[config.mk]
export PLATFORM = sky130hd
export DESIGN_NAME = rkey_reverse_buf
export DESIGN_NICKNAME = d
export VERILOG_FILES = /design/src/rtl/aes_dec_pkg.sv /design/src/rtl/rkey_store.sv /design/src/rtl/rkey_reverse_buf.sv
export SDC_FILE = /design/constraint.sdc
export NUM_CORES = 1
export LEC_CHECK = 0
export CAP_MARGIN = 20
export CORE_ASPECT_RATIO = 1.75
export CORE_MARGIN = 2
export CORE_UTILIZATION = 30
export DETAILED_ROUTE_END_ITERATION = 6
export HOLD_SLACK_MARGIN = 0.05
export SKIP_LAST_GASP = 1
export SYNTH_ARGS = -nofsm -noshare
export SYNTH_HDL_FRONTEND = slang
export SYNTH_SLANG_ARGS = --single-unit
export TNS_END_PERCENT = 1
[constraint.sdc]
create_clock -name clk -period 26.1 [get_ports clk]
set_clock_uncertainty 0.05 [all_clocks]
set_input_delay 3.915 -clock clk [delete_from_list [all_inputs] [get_ports clk]]
set_output_delay 3.915 -clock clk [all_outputs]
set_load 0.02 [all_outputs]
[src/rtl/aes_dec_pkg.sv]
// Shared types and constants for the AES-128 decrypt round-key path.
// Round keys use an ascending [0:KW-1] range, so bit 0 is the key's leading bit.
package aes_dec_pkg;
    localparam int NR = 10;
    localparam int KW = 128;
    localparam int AW = 4;
    localparam logic [AW-1:0] RK_TOP = AW'(NR);

    typedef enum logic [1:0] {
        EMPTY,
        FILL,
        READY
    } state_t;

    typedef logic [0:KW-1] rkey_t;
endpackage

[src/rtl/rkey_store.sv]
// (NR+1) x KW round-key array: one synchronous write port and an asynchronous read port.
// No reset: entries are only read after a complete burst has written them.
module rkey_store
    import aes_dec_pkg::*;
(
    input  logic          clk,
    input  logic          we,
    input  logic [AW-1:0] waddr,
    input  rkey_t         wdata,
    input  logic [AW-1:0] raddr,
    output rkey_t         rdata
);
    rkey_t mem [0:NR];

    always_ff @(posedge clk) begin
        if (we) begin
            mem[waddr] <= wdata;
        end
    end

    assign rdata = mem[raddr];
endmodule

[src/rtl/rkey_reverse_buf.sv]
// Captures an 11-key forward burst and replays it in reverse (NR..0) for every block until a reload.
// Zero-latency output from rd_ptr; the input side has no backpressure, so in_rdy gates the expander upstream.
module rkey_reverse_buf
    import aes_dec_pkg::*;
(
    input  logic          clk,
    input  logic          rst,
    input  logic [0:KW-1] rkey_in,
    input  logic          rkey_in_vld,
    input  logic          rkey_in_last,
    output logic          in_rdy,
    output logic [0:KW-1] rk_out,
    output logic          rk_out_vld,
    input  logic          rk_out_rdy,
    output logic          rk_out_first,
    output logic          rk_out_last,
    input  logic          reload_req,
    output logic          err
);
    state_t        state, state_nxt;
    logic [AW-1:0] wr_cnt, wr_cnt_nxt;
    logic [AW-1:0] rd_ptr, rd_ptr_nxt;
    logic          reload_pend, reload_pend_nxt;
    logic          err_nxt;
    logic          we;
    logic [AW-1:0] waddr;
    logic          at_boundary;
    logic          xfer;

    // A pending reload is applied at a sequence boundary; the key shown there is
    // withheld so no new decrypt sequence can start on the old schedule.
    assign at_boundary  = reload_pend && (rd_ptr == RK_TOP);
    assign rk_out_vld   = (state == READY) && !at_boundary;
    assign xfer         = rk_out_vld && rk_out_rdy;
    assign rk_out_first = rk_out_vld && (rd_ptr == RK_TOP);
    assign rk_out_last  = rk_out_vld && (rd_ptr == '0);
    assign in_rdy       = (state != READY);

    rkey_store u_store (
        .clk   (clk),
        .we    (we),
        .waddr (waddr),
        .wdata (rkey_in),
        .raddr (rd_ptr),
        .rdata (rk_out)
    );

    always_ff @(posedge clk) begin
        if (rst) begin
            state       <= EMPTY;
            wr_cnt      <= '0;
            rd_ptr      <= RK_TOP;
            reload_pend <= 1'b0;
            err         <= 1'b0;
        end else begin
            state       <= state_nxt;
            wr_cnt      <= wr_cnt_nxt;
            rd_ptr      <= rd_ptr_nxt;
            reload_pend <= reload_pend_nxt;
            err         <= err_nxt;
        end
    end

    always_comb begin
        state_nxt       = state;
        wr_cnt_nxt      = wr_cnt;
        rd_ptr_nxt      = rd_ptr;
        reload_pend_nxt = reload_pend;
        err_nxt         = err;
        we              = 1'b0;
        waddr           = wr_cnt;
        unique case (state)
            EMPTY: begin
                if (rkey_in_vld) begin
                    we    = 1'b1;
                    waddr = '0;
                    if (rkey_in_last) begin
                        err_nxt = 1'b1;
                    end else begin
                        wr_cnt_nxt = AW'(1);
                        state_nxt  = FILL;
                    end
                end
            end
            FILL: begin
                if (reload_req) reload_pend_nxt = 1'b1;
                if (!rkey_in_vld) begin
                    err_nxt         = 1'b1;
                    state_nxt       = EMPTY;
                    reload_pend_nxt = 1'b0;
                end else begin
                    we = 1'b1;
                    if (rkey_in_last && (wr_cnt == RK_TOP)) begin
                        rd_ptr_nxt = RK_TOP;
                        state_nxt  = READY;
                    end else if (rkey_in_last || (wr_cnt == RK_TOP)) begin
                        err_nxt         = 1'b1;
                        state_nxt       = EMPTY;
                        reload_pend_nxt = 1'b0;
                    end else begin
                        wr_cnt_nxt = wr_cnt + AW'(1);
                    end
                end
            end
            READY: begin
                if (reload_req)  reload_pend_nxt = 1'b1;
                if (rkey_in_vld) err_nxt = 1'b1;
                if (at_boundary) begin
                    state_nxt       = EMPTY;
                    reload_pend_nxt = 1'b0;
                end else if (xfer) begin
                    rd_ptr_nxt = (rd_ptr == '0) ? RK_TOP : rd_ptr - AW'(1);
                end
            end
            default: state_nxt = EMPTY;
        endcase
    end
endmodule

==> summary.md <==
| Metric | Value |
|---|---|
| Initial Util | 0.301 |
| Synth async-reset ratio | 0 |
| Vias in the first global route | approximately 28000 |
| EDFF count, synth | roughly 1400 |
| Switch Pwr | 0.896 mW |
| P&R area growth vs syn | 18.0% |
| I/O Pins | 267 |
| Top-area cell type share of the netlist area | 0.783 |
| Fin nets | 3041 |
| Htree depth | 4 |
| Most frequent cells after synthesis | edfxtp_1 (1408), mux4_2 (256), nand2_1 (138), a21oi_1 (136), mux2i_1 (130) |
| CP Launch Type | flip-flop |
| Critical path endpoint category | output pin |
| Final hold slack | 0.480 ns |
| Global-route wire length before repair | between 150000 and 200000 um |
| Largest net degree at the start of global routing | 101 |
| Pint | 3.66 mW |
| Row cnt | 206 |
| Switching Fraction | 0.197 |
| Die area | 183000 sq um |
| Remaining antenna violation count | 0 |
| Worst Path Class, Setup | flip-flop to output pin |
| Final WL | 128000 um |
| Sequential cell fraction of total power | 0.557 |
| Req. time, crit path | 22.14 ns |
| Final Setup Violations | 0 |
| Bufs on Longest Clock Path | 4 |
| Clock Latency Late Sink | 0.75 ns |
| Synth Register Bits | 1424 |
| CTS Hold Bufs | 0 |
| Setup TNS | 0 ns |
| Post-route insts no fill | 5391 |
| Status | complete, no violations |
| Multi-input combinational cell area | 10600 sq um |
| Fmax | 103 MHz |
| Clock slew at reported path FFs | 0.06 ns |
| Antenna violations before repair | 12 |
| CTS tree | yes |
| Yosys warns | 0 |
| DR DRC count | 0 |
| CP arrival | between 5 and 6 ns |
| Setup slack after layout | 16.36 ns |
| Synth Net Count | 2723 |
| DP Worst Slack | 16.95 ns |
| Vias per cell | slightly below 5 |
| Core area | about 180000 sq um |
| CP max FO | 100 |
| Sequential fraction of the synthesis area | 0.789 |
| GRT Total Usage | 0.137 |
| Setup Fix Bufs, Post-CTS | 0 |
| Final worst-path cycle share | 0.373 |
| Post-layout min period | 9.74 ns |
| Drt wl/cell | 23.7 um |
| Hold Crit Class | flip-flop to flip-flop |
| Fill count | 16700 |
| Iteration-0 DRC Markers | about 2000 |
| Comb power frac | 0.018 |
| Root Driver | clkbuf_16 |
| Via count | 26100 |
| Worst-Margin Slew | 1.00 ns |
| Overflow after GRT | 0 |
| IO buf count | 266 |
| CTS buffer count | approximately 140 |
| Most common cell in the netlist | edfxtp_1 |
| Final core utilization | 0.355 |
| Clock sink total | approximately 1400 |
| Synthesized instance count | 2581 |
| Synth top area cells | edfxtp_1 (78%), mux4_2 (11%), mux2i_1 (2.4%) |
| Synthesized area | between 50000 and 60000 sq um |
| Max-slew violations | 0 |
| CTS resizes | 0 |
| VDD IR max | approximately 0.05 mV |
| Share of layout cells above drive strength 1 | 0.173 |
| Die width | 325 um |
| Cells after DPL | 5145 |
| Pre-antenna DRT Iters | 5 |
| Most area-hungry cell type in the Yosys netlist | edfxtp_1 |
| Pwr dens | 71.5 nW/um^2 |
| RSZ-0062 raised after global routing | false |
| Syn Area/Cell | 20.9 sq um |
| Rel. slew slack | 0.331 |
| Final count of hold timing violations | 0 |
| DIE HEIGHT | 565 um |
| Top_reg_cell synth | edfxtp_1 |
| Max-Cap Viols | 0 |
| Clock power share | 0.426 |
| DP HPWL | just under 70000 um |
| Seq. cell area | 42600 sq um |
| Synth cell types | 45 |
| GPL Wtd Cong | 0.706 |
| Leak Pwr | 19.2 nW |
-- metal layers --
layer / wire, um / part of all wire / track usage
met1: 51600 / 0.40 / 0.166
met2: 66500 / 0.52 / 0.245
met3: 6710 / 0.052 / 0.0270
met4: 3060 / 0.024 / 0.0425
met5: 118 / 0.00092 / 0
-- cells in the final DEF, fill, tap and decap left out, types with 6 or more instances in the layout --
cell type	instances
nor2_4	6
buf_4	48
o21ai_0	13
mux2i_1	130
a21oi_1	136
dfxtp_1	12
a22oi_1	128
inv_1	11
clkinv_1	19
o21ai_1	118
edfxtp_1	1408
clkbuf_16	145
nand3_1	8
inv_6	8
nand2_1	138
nor2_1	8
ha_1	8
clkdlybuf4s50_1	266
clkbuf_1	36
mux4_2	256
buf_12	6
clkinv_2	16
bufinv_16	7
-- logic make-up (layout without fill, tap and decap cells) --
kind of cell | Yosys count | after routing | synth area share
mux | 386 | 386 | 0.131
buf+inv | 159 | 573 | 0.0167
xor+xnor | 3 | 3 | 0.000487
simple gates | 187 | 187 | 0.0152
fa+ha+maj | 8 | 8 | 0.00185
other cells | 0 | 4 | 0
compound gates | 414 | 414 | 0.0455
flops | 1424 | 1424 | 0.789
-- power groups by stage --
stage	sequential (mW)	clock, mW	combinational [mW]
CTS	2.53	2.00	0.0825
detailed placement	2.58	0	0.0824
global placement	2.58	0	0.0793
finish	2.53	1.94	0.0810
floorplan	2.59	0	0.0248
global route	2.53	2.07	0.0887
-- per-stage QoR --
stage	instance area (sq um)	total power [mW]
2_1_floorplan	54000	2.61
3_3_place_gp	59300	2.66
3_5_place_dp	59300	2.67
4_1_cts	63700	4.61
5_1_grt	63700	4.70
6_report	63700	4.55
-- final timing paths --
path / startpoint / slack (ns) / cells after the start / end
max reg2reg: state[1]$_SDFFE_PP0P_ / 21.57 / 7 / u_store.mem[10][93]$_DFFE_PP_
min reg2reg: err$_SDFFE_PP0P_ / 0.48 / 2 / err$_SDFFE_PP0P_
max: flip-flop / 16.36 / 7 / rk_out[70]
min: err$_SDFFE_PP0P_ / 0.48 / 2 / err$_SDFFE_PP0P_
-- sequential cells by signal, summed over array words and instances, names as in the netlist, named ones only --
register	count
err	1
rd_ptr	4
reload_pend	1
state	2
u_store.mem	1408
wr_cnt	4
-- critical path, cell delays in order, from the launching register on --
cell             delay, ns
dfxtp_4               0.94
buf_4                 0.87
buf_4                 0.79
buf_12                0.58
mux4_2                0.60
a22oi_1               0.17
nand2_1               0.11
clkdlybuf4s50_1       0.63
-- area by class of cell --
| cell class | count | area share |
|---|---|---|
| clock inverters | 61 | 0.00855 |
| inverters | 11 | 0.000649 |
| well taps | 2392 | 0.0470 |
| clock buffers | 181 | 0.0591 |
| diodes | 4 | 0.000157 |
| repair buffers | 320 | 0.0494 |
| multi-input cells | 998 | 0.166 |
| flip-flops and latches | 1424 | 0.669 |
(Power assumes the default switching activity.)
